[src/rtl/rf_write_arbiter_pkg.sv]
`default_nettype none
// +----------------------------------------------------------------------+
// | Module  : rf_write_arbiter_pkg                                        |
// | Purpose : Shared types and constants for the register-file write     |
// |           arbiter: address/data widths, arbiter FSM state encoding   |
// |           and the queued multi-cycle result entry.                   |
// | Ports   : none (package)                                             |
// | Config  : RF_ARB_BYPASS_EN is consumed by rf_write_arbiter only.     |
// | Rev     : 1.0  initial release                                       |
// +----------------------------------------------------------------------+
package rf_write_arbiter_pkg;

  localparam int RF_ADDR_W = 5;
  localparam int XLEN      = 32;

  // IDLE: queue empty. DRAIN: head waiting for a free write slot.
  // FORCE: one-cycle pipeline freeze so the head is guaranteed a slot.
  typedef enum logic [1:0] {
    IDLE  = 2'd0,
    DRAIN = 2'd1,
    FORCE = 2'd2
  } arb_state_t;

  typedef struct packed {
    logic [RF_ADDR_W-1:0] wr;
    logic [XLEN-1:0]      wd;
  } rf_entry_t;

endpackage
`default_nettype wire

[src/rtl/rf_result_fifo.sv]
`default_nettype none
// +----------------------------------------------------------------------+
// | Module  : rf_result_fifo                                              |
// | Purpose : Small FIFO holding multi-cycle results waiting for the     |
// |           register-file write port. Exposes per-slot valid flags and |
// |           destination addresses so the owner can do a pending lookup.|
// | Ports   : clk, rst_n         clock / async active-low reset          |
// |           push, push_entry   write side (ignored when full w/o pop)  |
// |           pop                read side (ignored when empty)          |
// |           full, empty, count occupancy                               |
// |           head               oldest entry                            |
// |           entry_valid/_wr    flattened per-slot valid + destination  |
// | Params  : DEPTH  entries, power of two, >= 2                         |
// | Rev     : 1.0  initial release                                       |
// +----------------------------------------------------------------------+
module rf_result_fifo
  import rf_write_arbiter_pkg::*;
#(
  parameter int DEPTH = 2
) (
  input  logic                           clk,
  input  logic                           rst_n,
  input  logic                           push,
  input  rf_entry_t                      push_entry,
  input  logic                           pop,
  output logic                           full,
  output logic                           empty,
  output logic [$clog2(DEPTH):0]         count,
  output rf_entry_t                      head,
  output logic [DEPTH-1:0]               entry_valid,
  output logic [DEPTH*RF_ADDR_W-1:0]     entry_wr
);

  localparam int c_ptr_w = $clog2(DEPTH);
  localparam int c_cnt_w = c_ptr_w + 1;

  rf_entry_t            r_mem [DEPTH];
  logic [c_ptr_w-1:0]   r_wr_ptr;
  logic [c_ptr_w-1:0]   r_rd_ptr;
  logic [c_cnt_w-1:0]   r_count;
  logic                 w_do_push;
  logic                 w_do_pop;

  assign full  = (r_count == c_cnt_w'(DEPTH));
  assign empty = (r_count == '0);
  assign count = r_count;
  assign head  = r_mem[r_rd_ptr];

  // A push while full is legal only if the head leaves on the same edge.
  assign w_do_pop  = pop && !empty;
  assign w_do_push = push && (!full || w_do_pop);

  always_ff @(posedge clk or negedge rst_n) begin
    if (!rst_n) begin
      r_wr_ptr <= '0;
      r_rd_ptr <= '0;
      r_count  <= '0;
    end else begin
      if (w_do_push) r_wr_ptr <= r_wr_ptr + 1'b1;
      if (w_do_pop)  r_rd_ptr <= r_rd_ptr + 1'b1;
      r_count <= r_count + c_cnt_w'(w_do_push) - c_cnt_w'(w_do_pop);
    end
  end

  // Payload storage carries no reset; occupancy is tracked by r_count.
  always_ff @(posedge clk) begin
    if (w_do_push) r_mem[r_wr_ptr] <= push_entry;
  end

  // A slot is live when its distance from the read pointer is below count.
  for (genvar i = 0; i < DEPTH; i++) begin : g_slot
    logic [c_ptr_w-1:0] w_off;
    assign w_off          = c_ptr_w'(i) - r_rd_ptr;
    assign entry_valid[i] = ({1'b0, w_off} < r_count);
    assign entry_wr[i*RF_ADDR_W +: RF_ADDR_W] = r_mem[i].wr;
  end

endmodule
`default_nettype wire

[src/rtl/rf_write_arbiter.sv]
`default_nettype none
// +----------------------------------------------------------------------+
// | Module  : rf_write_arbiter                                            |
// | Purpose : Shares the single register-file write port between the     |
// |           in-order writeback stage and queued multi-cycle results.   |
// |           A starvation counter forces a one-cycle pipeline stall so  |
// |           the queue always drains; pending destinations are reported |
// |           to the hazard unit.                                        |
// | Ports   : clk, rst_n              clock / async active-low reset     |
// |           wb_we/wb_wr/wb_wd       writeback request                  |
// |           mc_valid/mc_wr/mc_wd    multi-cycle result, mc_ready back  |
// |           rD1, rD2 -> pend_hit1/2 pending lookup for decode          |
// |           stall_pipe              registered pipeline freeze         |
// |           rf_we/rf_wr/rf_wd       regfile write port                 |
// |           waw_err                 sticky wb-over-pending flag        |
// |           byp_hit1/2, byp_data1/2 (RF_ARB_BYPASS_EN only)            |
// | Params  : DEPTH (power of two, >=2), STARVE_LIMIT (1..15)            |
// | Config  : `define RF_ARB_BYPASS_EN adds same-cycle bypass outputs    |
// | Rev     : 1.0  initial release                                       |
// +----------------------------------------------------------------------+
module rf_write_arbiter
  import rf_write_arbiter_pkg::*;
#(
  parameter int DEPTH        = 2,
  parameter int STARVE_LIMIT = 4
) (
  input  logic                 clk,
  input  logic                 rst_n,
  input  logic                 wb_we,
  input  logic [RF_ADDR_W-1:0] wb_wr,
  input  logic [XLEN-1:0]      wb_wd,
  input  logic                 mc_valid,
  input  logic [RF_ADDR_W-1:0] mc_wr,
  input  logic [XLEN-1:0]      mc_wd,
  output logic                 mc_ready,
  input  logic [RF_ADDR_W-1:0] rD1,
  input  logic [RF_ADDR_W-1:0] rD2,
  output logic                 pend_hit1,
  output logic                 pend_hit2,
  output logic                 stall_pipe,
  output logic                 rf_we,
  output logic [RF_ADDR_W-1:0] rf_wr,
  output logic [XLEN-1:0]      rf_wd,
  output logic                 waw_err
`ifdef RF_ARB_BYPASS_EN
  ,
  output logic                 byp_hit1,
  output logic                 byp_hit2,
  output logic [XLEN-1:0]      byp_data1,
  output logic [XLEN-1:0]      byp_data2
`endif
);

  localparam int         c_cnt_w        = $clog2(DEPTH) + 1;
  localparam logic [3:0] c_starve_limit = 4'(STARVE_LIMIT);

  arb_state_t                 r_state;
  arb_state_t                 w_state_next;
  logic [3:0]                 r_starve;
  logic [3:0]                 w_starve_next;
  logic [3:0]                 w_starve_inc;
  logic                       r_waw;

  logic                       w_push;
  logic                       w_pop;
  logic                       w_full;
  logic                       w_empty;
  logic [c_cnt_w-1:0]         w_count;
  logic [c_cnt_w-1:0]         w_count_next;
  rf_entry_t                  w_push_entry;
  rf_entry_t                  w_head;
  logic [DEPTH-1:0]           w_ent_valid;
  logic [DEPTH*RF_ADDR_W-1:0] w_ent_wr;
  logic                       w_wb_grant;
  logic                       w_wb_match;
  logic                       w_denied;

  // Destination 0 is the hardwired zero register: accepted, never queued.
  assign mc_ready     = !w_full;
  assign w_push       = mc_valid && mc_ready && (mc_wr != '0);
  assign w_push_entry = {mc_wr, mc_wd};

  rf_result_fifo #(.DEPTH(DEPTH)) u_fifo (
    .clk         (clk),
    .rst_n       (rst_n),
    .push        (w_push),
    .push_entry  (w_push_entry),
    .pop         (w_pop),
    .full        (w_full),
    .empty       (w_empty),
    .count       (w_count),
    .head        (w_head),
    .entry_valid (w_ent_valid),
    .entry_wr    (w_ent_wr)
  );

  // FORCE is held for exactly one cycle, so the stall is a state decode.
  assign stall_pipe = (r_state == FORCE);
  assign waw_err    = r_waw;

  // Write-port select. During a stall wb is dropped (the pipeline
  // re-presents it next cycle) and the queue head owns the port.
  always_comb begin
    rf_we      = 1'b0;
    rf_wr      = '0;
    rf_wd      = '0;
    w_pop      = 1'b0;
    w_wb_grant = 1'b0;
    if (stall_pipe) begin
      if (!w_empty) begin
        rf_we = 1'b1;
        rf_wr = w_head.wr;
        rf_wd = w_head.wd;
        w_pop = 1'b1;
      end
    end else if (wb_we && (wb_wr != '0)) begin
      rf_we      = 1'b1;
      rf_wr      = wb_wr;
      rf_wd      = wb_wd;
      w_wb_grant = 1'b1;
    end else if (!w_empty) begin
      rf_we = 1'b1;
      rf_wr = w_head.wr;
      rf_wd = w_head.wd;
      w_pop = 1'b1;
    end
  end

  // Pending lookup over live queue entries (including a head being
  // written this cycle: its value is not in the regfile until the edge).
  always_comb begin
    pend_hit1  = 1'b0;
    pend_hit2  = 1'b0;
    w_wb_match = 1'b0;
    for (int i = 0; i < DEPTH; i++) begin
      if (w_ent_valid[i]) begin
        if (w_ent_wr[i*RF_ADDR_W +: RF_ADDR_W] == rD1)   pend_hit1  = 1'b1;
        if (w_ent_wr[i*RF_ADDR_W +: RF_ADDR_W] == rD2)   pend_hit2  = 1'b1;
        if (w_ent_wr[i*RF_ADDR_W +: RF_ADDR_W] == wb_wr) w_wb_match = 1'b1;
      end
    end
    if (rD1 == '0) pend_hit1 = 1'b0;
    if (rD2 == '0) pend_hit2 = 1'b0;
  end

  // Next-state and starvation counter. The transition to FORCE happens on
  // the denied cycle that brings the count to the limit, so the stall
  // appears right after STARVE_LIMIT consecutive denials.
  always_comb begin
    w_state_next  = r_state;
    w_starve_next = '0;
    w_starve_inc  = r_starve + 4'd1;
    w_count_next  = w_count + c_cnt_w'(w_push) - c_cnt_w'(w_pop);
    w_denied      = (r_state == DRAIN) && !w_pop;
    case (r_state)
      IDLE: begin
        w_state_next = w_push ? DRAIN : IDLE;
      end
      DRAIN: begin
        if (w_denied && (w_starve_inc >= c_starve_limit)) begin
          w_state_next = FORCE;
        end else if (w_denied) begin
          w_state_next  = DRAIN;
          w_starve_next = w_starve_inc;
        end else begin
          w_state_next = (w_count_next != '0) ? DRAIN : IDLE;
        end
      end
      FORCE: begin
        w_state_next = (w_count_next != '0) ? DRAIN : IDLE;
      end
      default: begin
        w_state_next = IDLE;
      end
    endcase
  end

  always_ff @(posedge clk or negedge rst_n) begin
    if (!rst_n) begin
      r_state  <= IDLE;
      r_starve <= '0;
      r_waw    <= 1'b0;
    end else begin
      r_state  <= w_state_next;
      r_starve <= w_starve_next;
      if (w_wb_grant && w_wb_match) r_waw <= 1'b1;
    end
  end

`ifdef RF_ARB_BYPASS_EN
  // Same-cycle read-after-write: forward the value being written now.
  assign byp_hit1  = rf_we && (rf_wr == rD1) && (rD1 != '0);
  assign byp_hit2  = rf_we && (rf_wr == rD2) && (rD2 != '0);
  assign byp_data1 = rf_wd;
  assign byp_data2 = rf_wd;
`endif

endmodule
`default_nettype wire

[config.mk]
export PLATFORM = sky130hd
export DESIGN_NAME = rf_write_arbiter
export DESIGN_NICKNAME = d
export VERILOG_FILES = /design/src/rtl/rf_write_arbiter_pkg.sv /design/src/rtl/rf_result_fifo.sv /design/src/rtl/rf_write_arbiter.sv
export SDC_FILE = /design/constraint.sdc
export NUM_CORES = 1
export LEC_CHECK = 0
export CORE_MARGIN = 5
export CORE_UTILIZATION = 42
export DETAILED_ROUTE_END_ITERATION = 16
export MAX_ROUTING_LAYER = met4
export PLACE_DENSITY = 0.77
export SLEW_MARGIN = 10
export SYNTH_ARGS = -nofsm -noshare
export SYNTH_HDL_FRONTEND = slang
export SYNTH_SLANG_ARGS = --single-unit
[constraint.sdc]
create_clock -name clk -period 2.8 [get_ports clk]
set_input_delay 0.56 -clock clk [delete_from_list [all_inputs] [get_ports clk]]
set_output_delay 0.56 -clock clk [all_outputs]
set_load 0.01 [all_outputs]
### After elaboration in Yosys (flattened, before gate mapping)

Memory sizes are Yosys's and may differ from the RTL's.
Cells that the tools add are included.

* flip-flop bits (word level): 11
* memory bits (writable): 74
* bits of input ports: 88
* output and inout bits: 43
* logic and storage cells: 84
* memories: 1

* add/sub/neg operators: 9
* order comparisons: 3
* eq/ne operators: 9
* multiplexer cells: 37
* reduce and logical (&&, ||, !) cells: 19

Memories
* u_fifo.r_mem: words 2, width 37, read ports 3, clocked after Yosys merged registers in 0, wr ports 1, line rf_result_fifo.sv:37 `rf_entry_t r_mem [DEPTH];`

Operators with widths (number)
* $mux W32: 3
* $eq A5 B5 Y1: 6
* $mux W1: 26
* $mux W5: 3
* $mux W4: 3
* $logic_not A5 Y1: 2
* $reduce_bool A5 Y1: 2
* $logic_and A1 B1 Y1: 8
* $pmux W2 S3: 1
* $add A2 B1 Y2: 2
* $add A4 B1 Y4 const B: 1
* $eq A2 B2 Y1 const B: 2
* $ge A4 B3 Y1 const B: 1
* $logic_not A2 Y1: 2
* $lt A1 B2 Y1: 2
* $sub A2 B1 Y2: 2
* $logic_not A1 Y1: 3
* $add A1 B1 Y1 const B: 2
* $eq A2 B1 Y1 const B: 1
* $mux W2: 1
* $reduce_bool A2 Y1: 1
* $sub A1 B1 Y1 const A: 2
* $logic_or A1 B1 Y1: 1

### Longest topological paths before layout

* depth in word-level cells: 11
* gate-level depth with buffers: 13
* gate-level depth less buffers: 11

### By module

Synthesis repeated with hierarchy kept, for this count alone.

* cells, all modules: 288
* area total of the unflattened synthesis: 4167.7 um2

By module, submodules not included
* rf_result_fifo: instances 1, cells an instance 153, area each 3011.6 um2, seq. area each 2322.2 um2
* rf_write_arbiter: instances 1, cells an instance 135, area each 1156.1 um2, seq. area each 175.2 um2

### Worst setup path before layout

Ideal clock, no wire load.

* path kind: reg2reg
* from: reg u_fifo.r_count[1] (netlist: u_fifo.count[1])
* to: mem u_fifo.r_mem[0][0] (netlist name) (enable)
* setup time: 0.432 ns
* arrival time: 2.510 ns
* data required time: 2.368 ns
* setup slack: -0.142 ns
* cell stages (with the launch flop): 6
* buffers on the path: 1
* clock period less this slack: 2.942 ns
* cell sequence: dfrtp_1 -> clkbuf_1 -> nand2b_1 -> o211a_1 -> inv_2 -> nor2_1

* elaborated cells between the ends (all ways): 14
* those cells by class: eq/ne: 1; mux: 5; reduce/logical: 8

RTL lines
* start, declared: line rf_result_fifo.sv:40 `logic [c_cnt_w-1:0] r_count;`
* start signal, assigned: line rf_result_fifo.sv:61 `r_count <= r_count + c_cnt_w'(w_do_push) - c_cnt_w'(w_do_pop);`
* $eq A2 B2 Y1 (*): line rf_result_fifo.sv:44 `assign full = (r_count == c_cnt_w'(DEPTH));`
* $logic_not A1 Y1 (*): line rf_write_arbiter.sv:79 `assign mc_ready = !w_full;`
* via mc_ready: line rf_write_arbiter.sv:35 `output logic mc_ready,`
* $logic_and A1 B1 Y1 (2 in a row): line rf_write_arbiter.sv:80 `assign w_push = mc_valid && mc_ready && (mc_wr != '0);`
* $logic_and A1 B1 Y1 (*): line rf_result_fifo.sv:51 `assign w_do_push = push && (!full || w_do_pop);`
* $mux W1 (*): line rf_result_fifo.sv:67 `if (w_do_push) r_mem[r_wr_ptr] <= push_entry;`
* $mux W1 (implied by the code) (*): line rf_result_fifo.sv:67
* end, declared: line rf_result_fifo.sv:37

The timed path passes the listed nets; every way through them passes the cells marked *.

### Worst setup path in the final report

* from: in wb_we
* to: out rf_wd[25]

* longest elaborated chain between the ends: 3

Ends and longest elaborated chain
* start, declared: line rf_write_arbiter.sv:29 `input logic wb_we,`
* $logic_and A1 B1 Y1: line rf_write_arbiter.sv:116 `end else if (wb_we && (wb_wr != '0)) begin`
* $mux W32: line rf_write_arbiter.sv:116
* $mux W32: line rf_write_arbiter.sv:109 `if (stall_pipe) begin`
* end, declared: line rf_write_arbiter.sv:43 `output logic [XLEN-1:0] rf_wd,`

Every way passes these cells.

==> metrics.md <==
| Metric | Value |
|---|---|
| Mux contribution to synthesized area | `a little under a tenth` |
| Max cap viols | `0` |
| Placer congestion estimate | `around 0.81` |
| Xor/xnor cell area share of the yosys netlist | `8.01%` |
| Max VDD drop | `0.396 mV` |
| Initial DRT Pass Iterations | `4` |
| Die X | `around 110 um` |
| Layout Nets | `between 500 and 600` |
| IO Count | `131` |
| Crit path kind | `in -> out` |
| Worst Hold Class | `reg -> reg` |
| # port buffers | `130` |
| CTS tree | `built` |
| Total congestion overflow | `0` |
| Pwr Density | `832 nW/um^2` |
| Fmax | `0.379 GHz` |
| CP peak stage delay | `0.47 ns` |
| CTS clock-pin slew for the worst setup and hold paths | `0.08 ns` |
| Largest family of logic cells by synthesized area | `multiplexers` |
| Post-Syn Instances | `305` |
| DR vias | `2941` |
| Initial core utilization | `43.1%` |
| Hold Buf Count CTS | `0` |
| Final antenna-violating net count | `0` |
| Clock period minus worst slack | `2.64 ns` |
| Share of cells above drive strength 1 | `21.4%` |
| Post-route DRC | `0` |
| Fill cells | `737` |
| Synth-to-Final Area Change | `46.2%` |
| Status | `completed` |
| Compound-Gate Fraction of Synth Area | `just over 8%` |
| Lkg Pwr | `roughly 2.4 nW` |
| Simple-gate share of the synthesized area | `under 10%` |
| Final hold violations | `0` |
| Fin crit share | `94.1%` |
| Initial antenna violation count | `0` |
| CP bufs+invs | `5` |
| Count of cell types in the netlist | `39` |
| CP max stage cell | `clkdlybuf4s50_1` |
| Routed length per placed instance | `16.5 um` |
| Slew Limit Fails | `0` |
| Iteration-0 DRC Markers | `84` |
| H-tree depth | `3` |
| CP Data Arrival Time | `2.08 ns` |
| Vias in the first global route | `3128` |
| Synth area leaders | `edfxtp_1 56%, mux2i_1 9.3%, dfrtp_1 6.9%` |
| Row count | `35` |
| Vias per cell | `between 4 and 5` |
| Pre-CTS WS | `-0.331 ns` |
| Unrepaired setup endpoints after global routing | `false` |
| Synth top area share | `55.5%` |
| Core Area | `9280 um^2` |
| Family with the most delay on the worst path | `buffers and inverters` |
| Syn Std Cell Area | `4000 um^2` |
| Die H | `108 um` |
| Utilization after layout | `between 60% and 70%` |
| Synth Register Bits | `85` |
| CP endpoint kind | `output port` |
| Pin count of the biggest net entering global routing | `26` |
| Maximum number of buffers from clock root to sink | `2` |
| Sequential share of the synthesized area | `62.4%` |
| Cts bufs inserted | `9` |
| Synth Area per Inst | `roughly 13 um^2` |
| Rel. slew slack | `62.3%` |
| Number of setup violations in the final report | `0` |
| Reg2Reg Setup Slack | `0.33 ns` |
| N_diodes | `0` |
| Tot GR Track Use | `17.7%` |
| Clk_lat worst skew | `roughly 0.35 ns` |
| DIE AREA | `11600 um^2` |
| Sink Count | `85` |
| WP data required | `about 2.2 ns` |
| Critical-path cell list | `clkdlybuf4s50_1, inv_2, a211oi_4, buf_4, bufbuf_16, nand2_1, o21ai_1, buf_2` |
| Clock Tree Root | `clkbuf_8` |
| Synth area leader | `edfxtp_1` |
| DP HPWL | `6770 um` |
| Synth warn | `0` |
| Startpoint Class | `primary input` |
| Synth Area in Adders | `1.56%` |
| Max FO, Critical Path | `17` |
| Worst slew pin tran | `0.564 ns` |
| Clk_skew | `around 0.007 ns` |
| Post-Route WL | `slightly below 10000 um` |
| First-pass GRT wire length | `15400 um` |
| Worst setup margin | `approximately 0.16 ns` |
worst register-to-register path, stage by stage, from the launching register on:
cell,delay (ns)
dfrtp_1,0.43
nor2b_2,0.19
a211oi_4,0.19
or2_4,0.23
buf_12,0.12
buf_16,0.11
inv_2,0.03
ha_1,0.26
inv_1,0.04
ha_1,0.18
xnor3_1,0.20
nand2b_1,0.09
a22oi_2,0.17
o211ai_2,0.11
per-stage QoR:
| stage | instances | power [mW] | TNS, ns | hold WS (ns) | area, um^2 |
|---|---|---|---|---|---|
| after floorplan | 306 | 3.06 | 0 | 0.264 | 4010 |
| after global placement | 575 | 4.03 | -9.99 | 0.442 | 5630 |
| after detailed placement | 575 | 4.09 | -10.72 | 0.479 | 5630 |
| after CTS | 596 | 4.82 | -0.0193 | 0.497 | 5820 |
| after global routing | 602 | 5.16 | 0 | 0.511 | 5850 |
| final | 602 | 4.87 | 0 | 0.497 | 5850 |
kinds of logic after synthesis:
kind of cell | after synthesis
other cells | 1
compound gates | 52
fa+ha+maj | 5
xor+xnor | 35
mux | 37
flops | 85
buf+inv | 22
simple gates | 68
where the power goes:
group / internal (mW) / switching [mW] / total, mW
Combinational: 1.10 / 1.07 / 2.17
Clock: 0.335 / 0.455 / 0.790
Sequential: 1.72 / 0.185 / 1.90
synthesized netlist by cell type, drive strengths merged:
master,n
or2,1
clkbuf,5
or4,3
nor2b,2
a21o,2
o211ai,1
edfxtp,74
xnor3,1
xnor2,26
nor4b,1
o22ai,1
nor3,6
clkinv,1
a211oi,1
ha,5
dfrtp,11
buf,8
o21ai,37
nand3,1
nor2,7
a22oi,1
inv,8
conb,1
nand4,3
a41o,1
o2111ai,4
nand2,39
mux2i,37
o211a,1
nand2b,3
nand3b,1
a21bo,1
o22a,2
and2,1
xor2,8
cell usage in the layout, fill, tap and decap left out, types with 2 or more instances in the layout:
master / netlist / final
clkbuf_16: 0 / 2
o21ai_1: 37 / 37
or4_1: 3 / 3
inv_1: 5 / 5
nand2b_1: 3 / 3
buf_12: 0 / 6
a21o_1: 2 / 2
clkbuf_2: 0 / 21
nor3_1: 5 / 5
dfrtp_1: 11 / 10
clkinv_4: 0 / 2
o2111ai_1: 4 / 4
dlygate4sd2_1: 0 / 3
edfxtp_1: 74 / 74
clkbuf_8: 0 / 9
conb_1: 1 / 2
clkdlybuf4s50_1: 0 / 84
nor2_1: 7 / 5
nand4_1: 3 / 3
inv_2: 3 / 4
xnor2_1: 26 / 26
mux2i_1: 37 / 37
o22a_1: 2 / 2
inv_6: 0 / 2
buf_4: 1 / 24
nand2_1: 39 / 39
dlymetal6s2s_1: 0 / 7
buf_2: 7 / 15
xor2_1: 8 / 8
ha_1: 5 / 5
state kept, by name, indices dropped and copies added (netlist names):
| signal | count |
|---|---|
| u_fifo.r_wr_ptr | 1 |
| u_fifo.r_rd_ptr | 1 |
| u_fifo.r_mem | 74 |
| waw_err | 1 |
| r_starve | 4 |
| r_state | 2 |
| u_fifo.count | 2 |
metal layers:
metal / track usage, % / up-vias / wire length, um
met3: 3.72 / 14 / 579
li1: - / 1438 / -
met5: - / - / 0
met1: 21.0 / 1390 / 4080
met4: 5.77 / 0 / 146
met2: 30.3 / 99 / 5140
timing repair:
item,CTS,global route
pin swaps,3,3
endpoints found under the setup margin,39,33
buffers inserted,3,4
gates resized for setup,89,52
cloned,2,2
worst paths after layout:
path | startpoint | endpoint | depth (start not counted)
max | wb_we | rf_wd[25] | 8
min reg2reg | waw_err$_DFFE_PN0P_ | waw_err$_DFFE_PN0P_ | 1
max in group asynchronous | rst_n | u_fifo.r_rd_ptr$_DFFE_PN0N_ | 1
min | waw_err$_DFFE_PN0P_ | waw_err$_DFFE_PN0P_ | 1
min in group asynchronous | rst_n | r_starve[0]$_DFF_PN0_ | 1
max reg2reg | r_state[1]$_DFF_PN0_ | r_state[0]$_DFF_PN0_ | 13
final cells by class:
class,count,area [um^2],share of cell area [%]
Clock inverter,7,57.6,0.984
Timing Repair Buffer,164,1550,26.4
Inverter,9,33.8,0.577
Tap cell,129,161,2.76
Clock buffer,9,124,2.12
Multi-Input combinational cell,199,1430,24.5
Sequential cell,85,2500,42.7
No activity file was read; power rests on OpenSTA's default activity.
